==> src/rtl/spi_tx_serializer_pkg.sv <==
// Shared types and constants for the SPI transmit serializer.
// Build option: define SPI_TX_PARITY_EN to append an odd-parity bit to every byte.
package spi_tx_serializer_pkg;

    typedef enum logic [1:0] {
        S_IDLE  = 2'd0,
        S_FETCH = 2'd1,
        S_SHIFT = 2'd2,
        S_GAP   = 2'd3
    } state_t;

`ifdef SPI_TX_PARITY_EN
    localparam int BITS_PER_BYTE = 9;
`else
    localparam int BITS_PER_BYTE = 8;
`endif

    localparam int ENTRY_W  = 18;
    localparam int LAST_BIT = 17;
    localparam int ODD_BIT  = 16;

    // ODD only has meaning on the final word of a message.
    function automatic logic [ENTRY_W-1:0] pack_entry(input logic [15:0] data,
                                                      input logic        last,
                                                      input logic        odd);
        return {last, odd & last, data};
    endfunction

endpackage

==> src/rtl/spi_tx_serializer_word_fifo.sv <==
// Synchronous word FIFO feeding the serializer; depth 2**AW, registered full/empty/count.
// The head entry is read combinationally so FETCH can pop a word written on the previous edge.
module tx_word_fifo #(
    parameter int AW = 4,
    parameter int W  = 18
) (
    input  logic         clk,
    input  logic         rst,
    input  logic         wr_en,
    input  logic [W-1:0] wr_data,
    input  logic         rd_en,
    output logic [W-1:0] rd_data,
    output logic         full,
    output logic         empty,
    output logic [AW:0]  count
);
    localparam int DEPTH = 2 ** AW;

    logic [W-1:0]  mem [DEPTH];
    logic [AW-1:0] wr_ptr;
    logic [AW-1:0] rd_ptr;
    logic [AW:0]   count_next;
    logic          do_wr;
    logic          do_rd;

    // A write while full is refused even if a pop happens on the same edge.
    assign do_wr   = wr_en & ~full;
    assign do_rd   = rd_en & ~empty;
    assign rd_data = mem[rd_ptr];

    always_comb begin
        count_next = count + {{AW{1'b0}}, do_wr} - {{AW{1'b0}}, do_rd};
    end

    always_ff @(posedge clk) begin
        if (do_wr) begin
            mem[wr_ptr] <= wr_data;
        end
    end

    always_ff @(posedge clk or posedge rst) begin
        if (rst) begin
            wr_ptr <= '0;
            rd_ptr <= '0;
            count  <= '0;
            full   <= 1'b0;
            empty  <= 1'b1;
        end else begin
            if (do_wr) begin
                wr_ptr <= wr_ptr + AW'(1);
            end
            if (do_rd) begin
                rd_ptr <= rd_ptr + AW'(1);
            end
            count <= count_next;
            full  <= (count_next == (AW+1)'(DEPTH));
            empty <= (count_next == '0);
        end
    end

endmodule

==> src/rtl/spi_tx_serializer.sv <==
// SPI transmit serializer: buffers 16-bit FD words and shifts them out MSB-first with byte/message markers.
// Build option: SPI_TX_PARITY_EN adds an odd-parity bit after each byte (markers move onto it).
module spi_tx_serializer
    import spi_tx_serializer_pkg::*;
#(
    parameter int FIFO_AW    = 4,
    parameter int GAP_CYCLES = 2
) (
    input  logic        CLK,
    input  logic        RST,
    input  logic [15:0] DATA,
    input  logic        ENA,
    input  logic        LAST,
    input  logic        ODD,
    output logic        TX_DATA,
    output logic        TX_LOAD,
    output logic        TX_STOP,
    output logic        BUSY,
    output logic        FULL,
    output logic        OVERFLOW
);
    localparam logic [3:0] LAST_IDX = 4'(BITS_PER_BYTE - 1);
    localparam logic [3:0] MARK_IDX = 4'(BITS_PER_BYTE - 2);
    localparam logic [3:0] GAP_IDX  = 4'(GAP_CYCLES - 1);

    state_t             state;
    logic [15:0]        sreg;
    logic               last_reg;
    logic               odd_reg;
    logic               byte_idx;
    logic [3:0]         bit_cnt;
    logic [3:0]         gap_cnt;
`ifdef SPI_TX_PARITY_EN
    logic               parity_bit;
`endif

    logic [ENTRY_W-1:0] head;
    logic               fifo_empty;
    logic [FIFO_AW:0]   fifo_count;
    logic               wr_ok;
    logic               byte_end;
    logic               byte_done;
    logic               final_byte;
    logic               more_bytes;

    tx_word_fifo #(
        .AW (FIFO_AW),
        .W  (ENTRY_W)
    ) u_fifo (
        .clk     (CLK),
        .rst     (RST),
        .wr_en   (ENA),
        .wr_data (pack_entry(DATA, LAST, ODD)),
        .rd_en   (state == S_FETCH),
        .rd_data (head),
        .full    (FULL),
        .empty   (fifo_empty),
        .count   (fifo_count)
    );

    assign wr_ok      = ENA & ~FULL;
    assign byte_end   = (state == S_SHIFT) && (bit_cnt == LAST_IDX);
    assign byte_done  = (GAP_CYCLES == 0) ? byte_end
                                          : ((state == S_GAP) && (gap_cnt == GAP_IDX));
    assign final_byte = last_reg & (odd_reg ? (byte_idx == 1'b0) : (byte_idx == 1'b1));
    assign more_bytes = (byte_idx == 1'b0) && !(last_reg && odd_reg);

    always_ff @(posedge CLK or posedge RST) begin
        if (RST) begin
            state      <= S_IDLE;
            sreg       <= '0;
            last_reg   <= 1'b0;
            odd_reg    <= 1'b0;
            byte_idx   <= 1'b0;
            bit_cnt    <= '0;
            gap_cnt    <= '0;
`ifdef SPI_TX_PARITY_EN
            parity_bit <= 1'b0;
`endif
            TX_DATA    <= 1'b0;
            TX_LOAD    <= 1'b0;
            TX_STOP    <= 1'b0;
            BUSY       <= 1'b0;
            OVERFLOW   <= 1'b0;
        end else begin
            if (ENA && FULL) begin
                OVERFLOW <= 1'b1;
            end
            TX_DATA <= 1'b0;
            TX_LOAD <= 1'b0;
            TX_STOP <= 1'b0;
            BUSY    <= 1'b1;

            case (state)
                S_IDLE: begin
                    // Looking at the incoming write saves a cycle of first-bit latency.
                    if ((fifo_count != '0) || wr_ok) begin
                        state <= S_FETCH;
                    end else begin
                        BUSY <= 1'b0;
                    end
                end
                S_FETCH: begin
                    sreg     <= {head[14:0], 1'b0};
                    TX_DATA  <= head[15];
                    last_reg <= head[LAST_BIT];
                    odd_reg  <= head[ODD_BIT];
                    byte_idx <= 1'b0;
                    bit_cnt  <= '0;
`ifdef SPI_TX_PARITY_EN
                    parity_bit <= ~^head[15:8];
`endif
                    state    <= S_SHIFT;
                end
                S_SHIFT: begin
                    if (!byte_end) begin
                        bit_cnt <= bit_cnt + 4'd1;
                        if (bit_cnt == MARK_IDX) begin
                            TX_LOAD <= 1'b1;
                            TX_STOP <= final_byte;
                        end
`ifdef SPI_TX_PARITY_EN
                        if (bit_cnt == 4'd7) begin
                            TX_DATA <= parity_bit;
                        end else begin
                            TX_DATA <= sreg[15];
                            sreg    <= {sreg[14:0], 1'b0};
                        end
`else
                        TX_DATA <= sreg[15];
                        sreg    <= {sreg[14:0], 1'b0};
`endif
                    end else begin
                        state   <= S_GAP;
                        gap_cnt <= '0;
                    end
                end
                S_GAP: begin
                    gap_cnt <= gap_cnt + 4'd1;
                end
                default: begin
                    state <= S_IDLE;
                end
            endcase

            // End of a byte (after its gap, if any) decides what the line does next.
            if (byte_done) begin
                if (more_bytes) begin
                    byte_idx <= 1'b1;
                    bit_cnt  <= '0;
                    TX_DATA  <= sreg[15];
                    sreg     <= {sreg[14:0], 1'b0};
`ifdef SPI_TX_PARITY_EN
                    parity_bit <= ~^sreg[15:8];
`endif
                    state    <= S_SHIFT;
                end else if (!fifo_empty) begin
                    state <= S_FETCH;
                end else begin
                    state <= S_IDLE;
                    BUSY  <= wr_ok;
                end
            end
        end
    end

endmodule

==> config.mk <==
export PLATFORM = sky130hd
export DESIGN_NAME = spi_tx_serializer
export DESIGN_NICKNAME = d
export VERILOG_FILES = /design/src/rtl/spi_tx_serializer_pkg.sv /design/src/rtl/spi_tx_serializer_word_fifo.sv /design/src/rtl/spi_tx_serializer.sv
export SDC_FILE = /design/constraint.sdc
export NUM_CORES = 1
export LEC_CHECK = 0
export CAP_MARGIN = 20
export CORE_UTILIZATION = 34
export DETAILED_ROUTE_END_ITERATION = 10
export PLACE_DENSITY = 0.49
export SLEW_MARGIN = 0
export SYNTH_ARGS = -nofsm -noshare
export SYNTH_HDL_FRONTEND = slang
export SYNTH_SLANG_ARGS = --single-unit
==> constraint.sdc <==
create_clock -name CLK -period 3.4 [get_ports CLK]
set_clock_uncertainty 0.15 [all_clocks]
set_input_delay 0.34 -clock CLK [delete_from_list [all_inputs] [get_ports CLK]]
set_output_delay 0.34 -clock CLK [all_outputs]
set_load 0.005 [all_outputs]
==> results of run 1 <==
-- layout make-up --
| class | count | area (µm²) | share of cell area [%] |
|---|---|---|---|
| flip-flops and latches | 337 | 9880 | 63.2 |
| multi-input cells | 308 | 3380 | 21.6 |
| clock buffers | 45 | 956 | 6.11 |
| well taps | 518 | 648 | 4.14 |
| repair buffers | 57 | 531 | 3.39 |
| clock inverters | 21 | 163 | 1.04 |
| inverters | 19 | 71.3 | 0.456 |
| diodes | 1 | 2.50 | 0.0160 |
-- stage by stage --
stage	total power, mW	instance area (µm²)	utilization, %
5_1_grt	13.6	15600	40.2
4_1_cts	13.1	15600	40.2
2_1_floorplan	8.18	13500	-
3_5_place_dp	9.36	14500	37.3
6_report	12.9	15600	40.2
3_3_place_gp	9.25	14500	37.3
-- placed cells by master, fill, tap and decap left out, types with 4 or more instances in the layout --
cell type and count:
edfxtp_1 288, nand2_1 45, nor2_1 5, clkinv_1 11, mux2_2 35, mux4_2 72, nor2b_1 5, o21ai_0 4
nand2b_1 4, a21oi_1 9, clkbuf_1 8, a21o_1 5, dfrtp_1 45, nor3_1 4, inv_1 17, a211oi_1 4
ha_1 19, xor2_1 5, and2_1 18, and3_1 6, clkdlybuf4s50_1 26, clkbuf_16 37, xnor2_1 6, nand3_1 17
a32oi_1 15, buf_4 28
-- kinds of logic after synthesis --
logic type                 count (synthesis)  synth area share (%)
muxes                                    109                  15.1
adders and majority gates                 20                  1.91
and+or+nand+nor                          115                  4.35
AOI/OAI and AO/OA                         53                  2.94
buffers and inverters                     50                  1.80
xor gates and xnor gates                  11                 0.714
DFF                                      337                  73.2
-- report_power, final --
part	internal (mW)	switching (mW)	total, mW
logic	1.81	1.74	3.55
registers	5.06	0.578	5.64
clock network	2.16	1.55	3.70
total	9.03	3.86	12.9
-- how the worst max path moves through the flow --
| stage | start | end | cells after the start |
|---|---|---|---|
| 2_1_floorplan | state[1] | u_fifo.full | 12 |
| 3_3_place_gp | ENA | u_fifo.full | 9 |
| 6_report | state[1] | u_fifo.full | 12 |
| 5_1_grt | state[1] | u_fifo.full | 12 |
| 3_5_place_dp | ENA | u_fifo.full | 9 |
| 4_1_cts | state[1] | u_fifo.full | 12 |
-- per-layer routing --
| layer | GRT usage (%) | vias to the layer above | part of all wire [%] |
|---|---|---|---|
| met2 | 24.4 | 143 | 49 |
| met3 | 2.66 | 31 | 5.6 |
| met5 | 0 | - | 0 |
| met4 | 4.00 | 0 | 1.3 |
| li1 | - | 2920 | - |
| met1 | 20.4 | 3463 | 44 |
-- worst reg2reg max path: stages (launching register included) --
cell and delay, ns:
dfrtp_1 0.38, inv_1 0.08, ha_1 0.19, nor2b_1 0.13, buf_4 0.15, ha_1 0.26
inv_1 0.04, ha_1 0.20, fa_1 0.44, a21oi_1 0.17, o21bai_1 0.09, xnor2_1 0.24
nor3b_1 0.22
==> results.ini, run 1 <==
[drt]
wl_per_cell_um=22.5
drc=0
ant_nets=0
num_vias=6557
viasPerCell=5.02
routed_wirelength_um=29300
drt_iter0_drc=396
drt-pass1-iter-count=4

[yosys]
yosysMostFrequentCell=edfxtp_1
synth_edf_count=288
ys.flop_type=edfxtp_1
async_flop_share_pct=14.5
avgSynthCellArea_um2=19.4
synth_top_area_share_pct=64.1
seq_area_frac_synth_pct=73.2
synth.largest_area_cell=edfxtp_1
synthTopCellsByArea=edfxtp_1 (64%), mux4_2 (12%), dfrtp_1 (8.9%)
synth_area_mm2=0.0135
syn-num-nets=736
synth_warnings=0
ys_ff_latch=337
synthTopCellsByCount=edfxtp_1 (288), mux4_2 (72), dfrtp_1 (48), nand2_1 (45), mux2_2 (35)
syn_inst=695
synth_cell_types=49

[final_layout]
num-nets-final=801
largest_reg_flops=288
drive_gt1_share_pct=24.7
top_regs=u_fifo.mem (288), sreg (16), u_fifo.count (5)
area_growth_syn_to_layout_pct=15.9
fill_cells=3493
regMostFlops=u_fifo.mem
stdcell_count=1306

[clock_tree]
htreeDepth=2
root_buffer=clkbuf_16
clock_sinks=337
cts_tree=done
post-cts-setup-buffer-count=0
insertion_delay_ns=0.52
clk_pin_slew_ns=0.06
ctsHoldBuffers=0
cts.repair.resized=0
cts_buffers=37
clockBufferDepth=3

[sta]
rsz0062_at_grt=false
fmaxAchievable_mhz=352
fin_crit_sh_pct=83.6
whs_ns=0.121
finalSetupViolations=0
finalHoldViolCount=0
worst_slew_pin_slew_ns=0.903
timing.final.ws_setup_ns=0.559
period_minus_slack_ns=2.84
slew_viol_final=0
final.setup.tns_ns=0
slew_headroom_pct=39.8

[global_route]
antenna_found_initial=0
grt_pass1_vias=7116
grt_util_all_layers_pct=14.9
grt_max_degree=44
grt_pass1_wl_um=44800
overflow=0

[worst_setup_path]
cp_max_fo=5
cp_top_family=adder cells
end_kind=flop
worstPathArrival_ns=3.11
cpMostUsedCell=ha_1
r2r_end=u_fifo.full
slowest_delay_ns=0.44
critPathLaunchType=flop
path_class=flop to flop
reg2reg_depth=12
cp_slowest_cell=fa_1
cp_num_buf_inv=3
path_cells=inv_1 -> ha_1 -> nor2b_1 -> buf_4 -> ha_1 -> inv_1 -> ha_1 -> fa_1 -> a21oi_1 -> o21bai_1 -> xnor2_1 -> nor3b_1
r2r_setup_slack_ns=0.56
r2r_start=state[1]
crit_required_ns=3.66

[power_and_ir_drop]
p_per_area_mw_per_mm2=824
power_leakage_nw=5.28
peakVddDrop_mv=0.403

[floorplanning]
die_w_um=201
chipHeight_um=201
dieArea_mm2=0.0405
design.core.area_mm2=0.0389
rows=72
ios=27
initial_core_util_pct=34.7

[placement]
port_buffers=26
hpwl_um=16700
dp_slack_ns=0.540
gp_congestion=0.706
dp_cells=1239

[hold_path]
hold_path.class=primary input to asynchronous set/reset pin

[status]
status=finished clean

[flow_run]
cap_violations=0

Power figures use the tool's default switching activity.
==> inputs of run 2 (changes only) <==
- PLACE_DENSITY: 0.49 -> 0.5
- clock period: 3.4 -> 2.4 ns (I/O delays scaled with it)
==> run 2 against run 1 <==
Compared with the run above:
- the flow now finishes with violations (setup timing)
- non-clock buffer count is 31 higher
- hold slack better by 0.071 ns
- clock-buffer cell count stayed put
- total power is 55% higher
- combinational power is 76% higher
- cell area is 5.4% higher
- cell count is 2.5% higher
- wire length is 5.3% higher
- die area stayed put
- core utilization is 2.2 points higher
==> results.ini, run 2 (synthesis gave the netlist of run 1 again) <==
[floorplanning]
dieArea_mm2=0.0405  ; unchanged
die_w_um=201  ; unchanged
initial_core_util_pct=34.7  ; unchanged
rows=72  ; unchanged
ios=27  ; unchanged
chipHeight_um=201  ; unchanged
design.core.area_mm2=0.0389  ; unchanged

[sta]
whs_ns=0.192  ; was 0.121 ns
slew_viol_final=0  ; unchanged
fin_crit_sh_pct=100  ; was 83.6%
rsz0062_at_grt=true  ; was false
finalHoldViolCount=0  ; unchanged
timing.final.ws_setup_ns=-0.00145  ; was 0.559 ns
fmaxAchievable_mhz=416  ; was 352 MHz
finalSetupViolations=2  ; was 0
final.setup.tns_ns=-0.00226  ; was 0 ns
slew_headroom_pct=61.5  ; was 39.8%
period_minus_slack_ns=2.40  ; was 2.84 ns
worst_slew_pin_slew_ns=0.575  ; was 0.903 ns

[worst_setup_path]
worstPathArrival_ns=2.71  ; was 3.11 ns
end_kind=flop  ; unchanged
critPathLaunchType=flop  ; unchanged
cp_slowest_cell=dfrtp_1  ; was fa_1
path_class=flop to flop  ; unchanged
crit_required_ns=2.71  ; was 3.66 ns
cp_max_fo=2  ; was 5
cpMostUsedCell=ha_4  ; was ha_1
slowest_delay_ns=0.38  ; was 0.44 ns
path_cells=ha_2 -> nor2b_4 -> ha_4 -> inv_2 -> ha_4 -> fa_2 -> a21oi_1 -> o21bai_1 -> xnor2_1 -> buf_4 -> nor3_2  ; was inv_1 -> ha_1 -> nor2b_1 -> buf_4 -> ha_1 -> inv_1 -> ha_1 -> fa_1 -> a21oi_1 -> o21bai_1 -> xnor2_1 -> nor3b_1

[global_route]
grt_util_all_layers_pct=15.7  ; was 14.9%
antenna_found_initial=0  ; unchanged
grt_pass1_vias=7186  ; was 7116
grt_max_degree=43  ; was 44
overflow=0  ; unchanged
grt_pass1_wl_um=46800  ; was 44800 µm

[final_layout]
final_core_util_pct=42.4  ; was 40.2%
drive_gt1_share_pct=29.9  ; was 24.7%
largest_reg_flops=288  ; unchanged
layout_commonest_cell=edfxtp_1  ; unchanged
area_growth_syn_to_layout_pct=22.2  ; was 15.9%
regMostFlops=u_fifo.mem  ; unchanged
num-nets-final=832  ; was 801
final_area_mm2=0.0165  ; was 0.0156 mm²
layout_common_cells=edfxtp_1 (288), mux4_2 (72), dfrtp_1 (45), nand2_1 (45), clkbuf_16 (38)  ; was edfxtp_1 (288), mux4_2 (72), dfrtp_1 (45), nand2_1 (45), clkbuf_16 (37)
diodes=0  ; was 1
top_regs=u_fifo.mem (288), sreg (16), u_fifo.count (5)  ; unchanged

[placement]
port_buffers=26  ; unchanged
hpwl_um=18200  ; was 16700 µm
placed_cell_area_mm2=0.0151  ; was 0.0145 mm²
gp_congestion=0.748  ; was 0.706

[clock_tree]
insertion_delay_ns=0.53  ; was 0.52 ns
root_buffer=clkbuf_16  ; unchanged
clock_sinks=337  ; unchanged
clockBufferDepth=3  ; unchanged
htreeDepth=2  ; unchanged
clk_pin_slew_ns=0.06  ; about the same
cts_tree=done  ; unchanged
cts_buffers=37  ; unchanged

[status]
violations=setup timing
status=finished, violations left  ; was finished clean

[hold_path]
hold_path.class=primary input to flop  ; was primary input to asynchronous set/reset pin

[drt]
routed_wirelength_um=30900  ; was 29300 µm
drc=0  ; unchanged
drt_iter0_drc=585  ; was 396
wl_per_cell_um=23.1  ; was 22.5 µm
ant_nets=0  ; unchanged
viasPerCell=5.09  ; was 5.02
num_vias=6809  ; was 6557
drt-pass1-iter-count=4  ; unchanged

[power_and_ir_drop]
p_per_area_mw_per_mm2=1220  ; was 824 mW/mm²
peakVddDrop_mv=0.613  ; was 0.403 mV
power_leakage_nw=5.65  ; was 5.28 nW

[flow_run]
cap_violations=0  ; unchanged

==> run 2: changes by cell type in the layout (fill, tap and decap cells not counted), sizes merged <==
cell,previous run,this run
clkinv,16,14
inv,20,19
dlygate4sd3,0,1
buf,31,61
diode,1,0
bufinv,2,7
==> run 2: worst max-delay path: cells and delay by family, from the launching register on <==
family	cells	cell delay (ns)
AO/OA/AOI/OAI	2	0.24
XOR/XNOR	1	0.15
adder cells (fa/ha/maj)	4	0.95
buffers and inverters	2	0.19
flip-flops	1	0.38
AND/OR/NAND/NOR	2	0.27
==> run 2: per-layer routing <==
layer	wire length (µm)	global-route usage, %	part of all wire, %
met1	14100	22.1	46
met2	15000	25.3	49
met3	1110	2.40	3.6
met4	676	4.17	2.2
met5	0	0	0
==> run 2: report_power, final <==
group | total, mW | internal [mW] | switching [mW]
combinational | 6.25 | 3.19 | 3.06
sequential | 7.67 | 7.17 | 0.494
clock | 6.12 | 3.79 | 2.33
total | 20.0 | 14.2 | 5.88
==> run 2: per-stage QoR <==
stage               instances  total power, mW  setup WS, ns
floorplan                 695             11.7        -0.227
global placement         1267             13.8        -0.123
detailed placement       1267             14.0        -0.194
CTS                      1337             20.3     -0.000871
global route             1338             21.0       -0.0956
finish                   1338             20.0      -0.00145
==> run 2: path summary, 6_finish.rpt <==
path	startpoint	end	slack, ns	depth (start not counted)
setup / recovery	state[0]	u_fifo.empty	-0.001	11
hold / removal	ENA	OVERFLOW	0.19	2
setup reg to reg	state[0]	u_fifo.empty	-0.001	11
hold reg to reg	OVERFLOW	OVERFLOW	0.32	1
max in group asynchronous	RST	u_fifo.empty	1.21	4
min in group asynchronous	RST	u_fifo.rd_ptr[1]	0.36	3
==> run 2: cell type report <==
| cell class | count | area [µm²] |
|---|---|---|
| Multi-Input combinational cell | 308 | 3430 |
| Clock buffer | 45 | 1020 |
| Fill cell | 3423 | 22400 |
| Inverter | 19 | 71.3 |
| Timing Repair Buffer | 88 | 1120 |
| Sequential cell | 337 | 9880 |
| Tap cell | 518 | 648 |
| Clock inverter | 23 | 317 |
==> run 2: repair_timing <==
action	in CTS	in global routing
endpoints found under the hold margin	7	0
pin swaps	4	1
gates resized for setup	7	0
cloned	0	0
setup buffers	1	1
endpoints found under the setup margin	3	3
hold buffers	1	0
